$ cat src/rtl/pcpi_pkg.sv
// pcpi_pkg: shared decode constants and enums for the PCPI coprocessor hub.
// Holds the FSM state encoding and the coprocessor target select.
package pcpi_pkg;

  localparam logic [6:0] OPC_OP    = 7'b0110011;
  localparam logic [6:0] F7_MULDIV = 7'b0000001;

  typedef enum logic [1:0] {
    IDLE,
    ISSUE,
    DONE,
    TMO
  } state_e;

  typedef enum logic [1:0] {
    NONE,
    MUL,
    DIV
  } tgt_e;

  function automatic tgt_e decode(input logic [31:0] insn);
    tgt_e t;
    t = NONE;
    if (insn[6:0] == OPC_OP && insn[31:25] == F7_MULDIV)
      t = insn[14] ? DIV : MUL;
    return t;
  endfunction

endpackage

$ cat src/rtl/pcpi_timeout_ctr.sv
// pcpi_timeout_ctr: counts idle issue cycles; tc flags the cycle whose
// increment would reach TC-1, so the owner can leave on that edge.
module pcpi_timeout_ctr #(
  parameter int unsigned TC = 16
) (
  input  logic clk,
  input  logic resetn,
  input  logic inc,
  input  logic clr,
  output logic tc
);

  localparam logic [7:0] LAST = 8'(TC - 2);

  logic [7:0] cnt_q;
  logic [7:0] cnt_d;

  assign tc = inc & ~clr & (cnt_q == LAST);

  always_comb begin
    cnt_d = cnt_q;
    if (clr || tc)
      cnt_d = '0;
    else if (inc)
      cnt_d = cnt_q + 8'd1;
  end

  always_ff @(posedge clk) begin
    if (!resetn)
      cnt_q <= '0;
    else
      cnt_q <= cnt_d;
  end

endmodule

$ cat src/rtl/pcpi_hub.sv
// pcpi_hub: routes PCPI requests to a multiplier or divider coprocessor.
// Issue timeout compiled in with PCPI_HUB_TIMEOUT_EN.
module pcpi_hub
  import pcpi_pkg::*;
#(
  parameter int unsigned TIMEOUT_CYCLES = 16
) (
  input  logic        clk,
  input  logic        resetn,
  input  logic        pcpi_valid,
  input  logic [31:0] pcpi_insn,
  input  logic [31:0] pcpi_rs1,
  input  logic [31:0] pcpi_rs2,
  output logic        pcpi_wr,
  output logic [31:0] pcpi_rd,
  output logic        pcpi_wait,
  output logic        pcpi_ready,
  output logic        pcpi_timeout,
  output logic [31:0] c_insn,
  output logic [31:0] c_rs1,
  output logic [31:0] c_rs2,
  output logic        mul_valid,
  output logic        div_valid,
  input  logic        mul_wr,
  input  logic [31:0] mul_rd,
  input  logic        mul_wait,
  input  logic        mul_ready,
  input  logic        div_wr,
  input  logic [31:0] div_rd,
  input  logic        div_wait,
  input  logic        div_ready
);

  state_e      state_q, state_d;
  tgt_e        tgt_q, tgt_d;
  logic [31:0] c_insn_q, c_insn_d;
  logic [31:0] c_rs1_q, c_rs1_d;
  logic [31:0] c_rs2_q, c_rs2_d;
  logic [31:0] rd_q, rd_d;
  logic        wr_q, wr_d;
  logic        hold_q, hold_d;

  tgt_e        dec;
  logic        take;
  logic        sel_wait;
  logic        sel_ready;
  logic        sel_wr;
  logic [31:0] sel_rd;

  assign dec = decode(pcpi_insn);

`ifdef PCPI_HUB_TIMEOUT_EN
  logic tc;
  logic cnt_inc;
  logic cnt_clr;

  assign take    = 1'b1;
  assign cnt_inc = (state_q == ISSUE) & ~sel_wait & ~sel_ready;
  assign cnt_clr = (state_q != ISSUE) | sel_wait | sel_ready;

  pcpi_timeout_ctr #(
    .TC (TIMEOUT_CYCLES)
  ) u_ctr (
    .clk    (clk),
    .resetn (resetn),
    .inc    (cnt_inc),
    .clr    (cnt_clr),
    .tc     (tc)
  );
`else
  // Nothing could ever answer a NONE request, so it is never accepted.
  assign take = (dec != NONE);
`endif

  always_comb begin
    sel_wait  = 1'b0;
    sel_ready = 1'b0;
    sel_wr    = 1'b0;
    sel_rd    = '0;
    unique case (1'b1)
      tgt_q == MUL: begin
        sel_wait  = mul_wait;
        sel_ready = mul_ready;
        sel_wr    = mul_wr;
        sel_rd    = mul_rd;
      end
      tgt_q == DIV: begin
        sel_wait  = div_wait;
        sel_ready = div_ready;
        sel_wr    = div_wr;
        sel_rd    = div_rd;
      end
      default: ;
    endcase
  end

  always_comb begin
    state_d  = state_q;
    tgt_d    = tgt_q;
    c_insn_d = c_insn_q;
    c_rs1_d  = c_rs1_q;
    c_rs2_d  = c_rs2_q;
    rd_d     = rd_q;
    wr_d     = wr_q;
    hold_d   = 1'b0;
    unique case (state_q)
      IDLE: begin
        if (pcpi_valid && !hold_q && take) begin
          c_insn_d = pcpi_insn;
          c_rs1_d  = pcpi_rs1;
          c_rs2_d  = pcpi_rs2;
          tgt_d    = dec;
          state_d  = ISSUE;
        end
      end
      ISSUE: begin
        if (sel_ready) begin
          rd_d    = sel_rd;
          wr_d    = sel_wr;
          state_d = DONE;
        end
`ifdef PCPI_HUB_TIMEOUT_EN
        else if (tc) begin
          state_d = TMO;
        end
`endif
      end
      DONE: begin
        hold_d  = 1'b1;
        state_d = IDLE;
      end
      TMO: begin
        hold_d  = 1'b1;
        state_d = IDLE;
      end
    endcase
  end

  always_ff @(posedge clk) begin
    if (!resetn) begin
      state_q  <= IDLE;
      tgt_q    <= NONE;
      c_insn_q <= '0;
      c_rs1_q  <= '0;
      c_rs2_q  <= '0;
      rd_q     <= '0;
      wr_q     <= 1'b0;
      hold_q   <= 1'b0;
    end else begin
      state_q  <= state_d;
      tgt_q    <= tgt_d;
      c_insn_q <= c_insn_d;
      c_rs1_q  <= c_rs1_d;
      c_rs2_q  <= c_rs2_d;
      rd_q     <= rd_d;
      wr_q     <= wr_d;
      hold_q   <= hold_d;
    end
  end

  assign c_insn     = c_insn_q;
  assign c_rs1      = c_rs1_q;
  assign c_rs2      = c_rs2_q;
  assign mul_valid  = (state_q == ISSUE) && (tgt_q == MUL);
  assign div_valid  = (state_q == ISSUE) && (tgt_q == DIV);
  assign pcpi_wait  = (state_q == ISSUE) && sel_wait;
  assign pcpi_ready = (state_q == DONE);
  assign pcpi_rd    = pcpi_ready ? rd_q : 32'd0;
  assign pcpi_wr    = pcpi_ready & wr_q;

`ifdef PCPI_HUB_TIMEOUT_EN
  assign pcpi_timeout = (state_q == TMO);
`else
  assign pcpi_timeout = 1'b0;
`endif

endmodule

$ cat config.mk
export PLATFORM = sky130hd
export DESIGN_NAME = pcpi_hub
export DESIGN_NICKNAME = d
export VERILOG_FILES = /design/src/rtl/pcpi_pkg.sv /design/src/rtl/pcpi_timeout_ctr.sv /design/src/rtl/pcpi_hub.sv
export SDC_FILE = /design/constraint.sdc
export NUM_CORES = 1
export LEC_CHECK = 0
export BUFFER_PORTS_ARGS = -buffer_cell sky130_fd_sc_hd__buf_2
export CORE_AREA = 2 2 118 120
export DETAILED_ROUTE_END_ITERATION = 12
export DIE_AREA = 0 0 120 122
export PLACE_DENSITY = 0.75
export SLEW_MARGIN = 20
export SYNTH_ARGS = -nofsm -noshare
export SYNTH_HDL_FRONTEND = slang
export SYNTH_HIERARCHICAL = 1
export SYNTH_SLANG_ARGS = --single-unit
$ cat constraint.sdc
create_clock -name clk -period 1.9 [get_ports clk]
set_clock_uncertainty 0.1 [all_clocks]
set_input_delay 0.285 -clock clk [delete_from_list [all_inputs] [get_ports clk]]
set_output_delay 0.285 -clock clk [all_outputs]
set_load 0.03 [all_outputs]
Yosys cells after proc, flatten, opt, wreduce, memory -nomap -nowiden
Cells that the tools add are included.
Operators by class
  equal/unequal tests: 9
  muxes and demuxes: 11
  bitwise operators: 1
  reduce and logical (&&, ||, !) cells: 13
Operator list (count)
  $pmux 32 s2: 1
  $mux 32: 1
  $mux 2: 4
  $eq 7x1->1 const B: 1
  $eq 7x6->1 const B: 1
  $eq 2x2->1 const B: 3
  $logic_and 1x1->1: 6
  $pmux 1 s2: 3
  $pmux 2 s3: 1
  $reduce_and 2->1: 3
  $eq 2x1->1 const B: 2
  $ne 2x2->1 const B: 2
  $logic_not 2->1: 1
  $reduce_bool 2->1: 1
  $reduce_or 2->1: 1
  $and 1x1->1: 1
  $logic_not 1->1: 1
  $mux 1: 1
Storage, ports and cells
  flip-flop bits (word level): 134
  input bits: 169
  output and inout bits: 134
  word-level logic and storage cells: 42

Longest topological paths before layout
  word-level depth: 7
  mapped depth: 8
  mapped depth without buffers: 6

Least setup slack after synthesis
No wires, ideal clock.
  kind: reg2out
  start point: register tgt_q[0]
  end point: output port pcpi_wait
  arrival time: 1.543 ns
  data required time: 1.515 ns
  setup slack: -0.028 ns
  stages on the path, launching flop included: 7
  buffers on the path: 1
  path through: dfxtp_1 > inv_1 > ha_1 > buf_2 > and2_1 > nand2_1 > a21oi_1
Between the ends
  longest elaborated chain between the ends: 3
  elaborated cells on any way between the ends: 4
  those cells by class: 2 x eq/ne; 1 x mux; 1 x reduce/logical
RTL lines
  start: declaration: line pcpi_hub.sv:35  | tgt_e tgt_q, tgt_d;
  start signal: assignment: line pcpi_hub.sv:151  | tgt_q <= tgt_d;
  $eq 2x2->1 or $eq 2x1->1 (tied branches): line pcpi_hub.sv:87, pcpi_hub.sv:81
  $pmux 1 s2 (*): line pcpi_hub.sv:80  | unique case (1'b1)
  $logic_and 1x1->1 (*): line pcpi_hub.sv:166  | assign pcpi_wait = (state_q == ISSUE) && sel_wait;
  end: declaration: line pcpi_hub.sv:16  | output logic pcpi_wait,
Mark *: on every way between the ends. The rest lies on a longest branch, timed or not.

Final worst setup path
  start point: register state_q[0]
  end point: output port pcpi_wait
Between the ends
  longest elaborated chain between the ends: 2
RTL lines
  start: declaration: line pcpi_hub.sv:34  | state_e state_q, state_d;
  start signal: assignment: line pcpi_hub.sv:150  | state_q <= state_d;
  $eq 2x1->1: line pcpi_hub.sv:166
  $logic_and 1x1->1: line pcpi_hub.sv:166
No other way between the ends.

==> impl_metrics.csv <==
group,metric,value,unit
outcome,status,"finished clean",
timing,min_period,1.891,ns
die,start_util,0.4029,
clocking,cts_made_buffers,17,
power_and_ir_drop,pwr_density_cell,812.2,nW/µm²
worst_setup_path,crit_type,"flop to output pin",
timing,hold_viol,0,
synthesis,synth_top_area_frac,0.4931,
global_routing,grt_overflow_total,0,
synthesis,syn_inst,629,
timing,finalCritPeriodShare,0.9953,
global_routing,grtUsageTotal,0.2173,
synthesis,ys.flop_type,"dfxtp_1",
die,dieArea,14640,µm²
route,drt_wl_total,16.40,mm
worst_setup_path,crit_slowest_cell,"dfxtp_4",
final_layout,syn2layout_area_growth,45.24,%
synthesis,synthTopCellsByCount,"134 x dfxtp_1, 86 x a21oi_1, 85 x o21ai_0",
global_routing,antenna_found_initial,1,
synthesis,ys_seq_area_frac,0.4931,
clocking,numClockSinks,134,
global_routing,grt_pass1_vias,5121,
worst_setup_path,rrSetupSlack,0.13,ns
worst_setup_path,crit_chain,"nor2b_4, and2_4, nand2_4, a21oi_4, buf_6",
die,die_w,120,µm
final_layout,finalNonFillerCells,1093,
route,vias_per_cell,5.193,
worst_setup_path,start_kind,"flop",
worst_setup_path,cp_max_fo,4,
die,io_pins,303,
worst_setup_path,critPathRequiredTime,1.51,ns
clocking,clk_path_buf_depth,2,
power_and_ir_drop,leakage,3.384,nW
clocking,cts-root-buf,"clkbuf_16",
timing,fmax,0.5288,GHz
synthesis,synth_edf_count,0,
final_layout,drive_gt1_frac,0.4068,
synthesis,synth_area_leaders,"dfxtp_1 49%, a21oi_1 7.9%, o21ai_0 7.8%",
synthesis,synth.avg_cell_area,8.649,µm²
route,postRouteAntennaNets,0,
worst_setup_path,crit_arrival,1.51,ns
timing,slew_viol_final,0,
route,drt_iter0_markers,378,
placed_design,placement.io_buffers,301,
placed_design,gp_congestion,0.7888,
clocking,clkLatencyLatePin,0.41,ns
synthesis,yosysWarningCount,6,
final_layout,fillCellCount,1242,
worst_setup_path,r2r_cells,7,
min_path,worst_hold_path_type,"input pin to flop",
route,wire_per_inst,15.00,µm
route,firstDrtPassIters,5,
clocking,cts_hold_repair.buffers,0,
flow_run,drv_cap,0,
placed_design,placed_cells,1059,
synthesis,netlist_area,5440,µm²
synthesis,async_flop_share,0,
global_routing,grt_pass1_wl,25.15,mm
die,core,13500,µm²
timing,rsz0062_at_grt,"yes",
die,row_count,43,
worst_setup_path,end_kind,"output pin",
final_layout,nNetsFinal,1070,
min_path,min_path_cells,3,
synthesis,ys_types,29,
global_routing,grt_max_degree,87,
die,die_h,122,µm
synthesis,yosys_register_bits,134,
timing,final-setup-viol-count,0,
synthesis,syn-num-nets,800,
placed_design,hpwl,11.24,mm
synthesis,synth_top_cell_by_area,"dfxtp_1",
clocking,clk_transition_reported_paths,0.06,ns
power_and_ir_drop,total_power,0.006418,W
synthesis,synth.most_common_cell,"dfxtp_1",
power_and_ir_drop,peakVddDrop,0.5441,mV
route,vias,5676,
clocking,htree_levels,4,
clocking,cts_tree,"done",
worst_setup_path,max_stage_delay,0.36,ns
route,drc,0,
==> critical path: cells and delay by family, from the launching register on <==
family	cells	cell delay (ns)
simple gates	3	0.42
buf+inv	1	0.15
flops	1	0.36
compound gates	1	0.16
==> registers in the layout, summed over array words and instances (netlist names) <==
| name | cells |
|---|---|
| c_insn | 32 |
| c_rs1 | 32 |
| c_rs2 | 32 |
| hold_q | 1 |
| rd_q | 32 |
| state_q | 2 |
| tgt_q | 2 |
| wr_q | 1 |
==> path summary, 6_finish.rpt <==
check,startpoint,to
worst min register to register,c_insn[5],c_insn[5]
worst max-delay path,state_q[0],pcpi_wait
worst max register to register,tgt_q[1],rd_q[23]
worst min-delay path,pcpi_rs2[0],c_rs2[0]
==> per-layer routing <==
layer	share of wire	global-route usage	routed length (µm)
met5	0	0	0
met4	0.017	0.08603	276
met3	0.079	0.06648	1294
met2	0.49	0.3679	8107
met1	0.41	0.2579	6723
==> stage by stage <==
step | instance area [µm²] | utilization | TNS [ns] | setup WS [ns] | hold WS (ns)
after global routing | 7901 | 0.5851 | -0.1669 | -0.04871 | 0.005735
after floorplan | 5444 | - | 0 | 0.04590 | 0.3369
final | 7901 | 0.5851 | 0 | 0.008865 | 0.01892
after global placement | 7063 | 0.5230 | 0 | 0.1269 | 0.3433
after CTS | 7770 | 0.5754 | -0.3483 | -0.04722 | 0.001614
after detailed placement | 7063 | 0.5230 | 0 | 0.06417 | 0.3524
==> power by group <==
| part | switching (W) | total [W] | leakage [nW] | internal, W |
|---|---|---|---|---|
| Clock | 0.00123 | 0.00335 | 0.288 | 0.00213 |
| Sequential | 0.0000000276 | 0.00281 | 1.08 | 0.00281 |
| Combinational | 0.000117 | 0.000256 | 2.02 | 0.000138 |
==> timing repair <==
item                                    in CTS  in global routing
setup buffers                                0                  1
endpoints found under the setup margin      36                 35
pin swaps                                    0                  4
cloned                                       0                  0
resized for setup                           39                 35
==> area by class of cell <==
class | count | area, µm² | share of cell area
flip-flops and latches | 134 | 2693 | 0.3408
multi-input cells | 424 | 2456 | 0.3108
repair buffers | 319 | 1903 | 0.2409
clock buffers | 20 | 456.7 | 0.05780
well taps | 180 | 225.2 | 0.02850
clock inverters | 12 | 152.6 | 0.01932
inverters | 3 | 12.51 | 0.001584
diodes | 1 | 2.502 | 0.0003167
==> cell usage in the layout, fill, tap and decap left out, types with 4 or more instances in the layout <==
cell type and instances:
buf_2 267, and2_1 35, clkbuf_16 17, buf_12 9, a211oi_1 33, buf_4 26, o21a_1 5, clkinv_2 4
nand3_1 82, clkinvlp_4 4, dfxtp_1 130, o21ai_0 85, and3_1 9, a22oi_1 34, a21oi_1 85, buf_6 17
nor2_1 36
==> logic make-up after synthesis <==
family	Yosys count	synth area share
AOI/OAI and AO/OA	243	0.2567
adders and majority gates	2	0.004599
buffers and inverters	71	0.06923
DFF	134	0.4931
other	1	0.0006893
and+or+nand+nor	178	0.1757
Power figures use the tool's default switching activity.
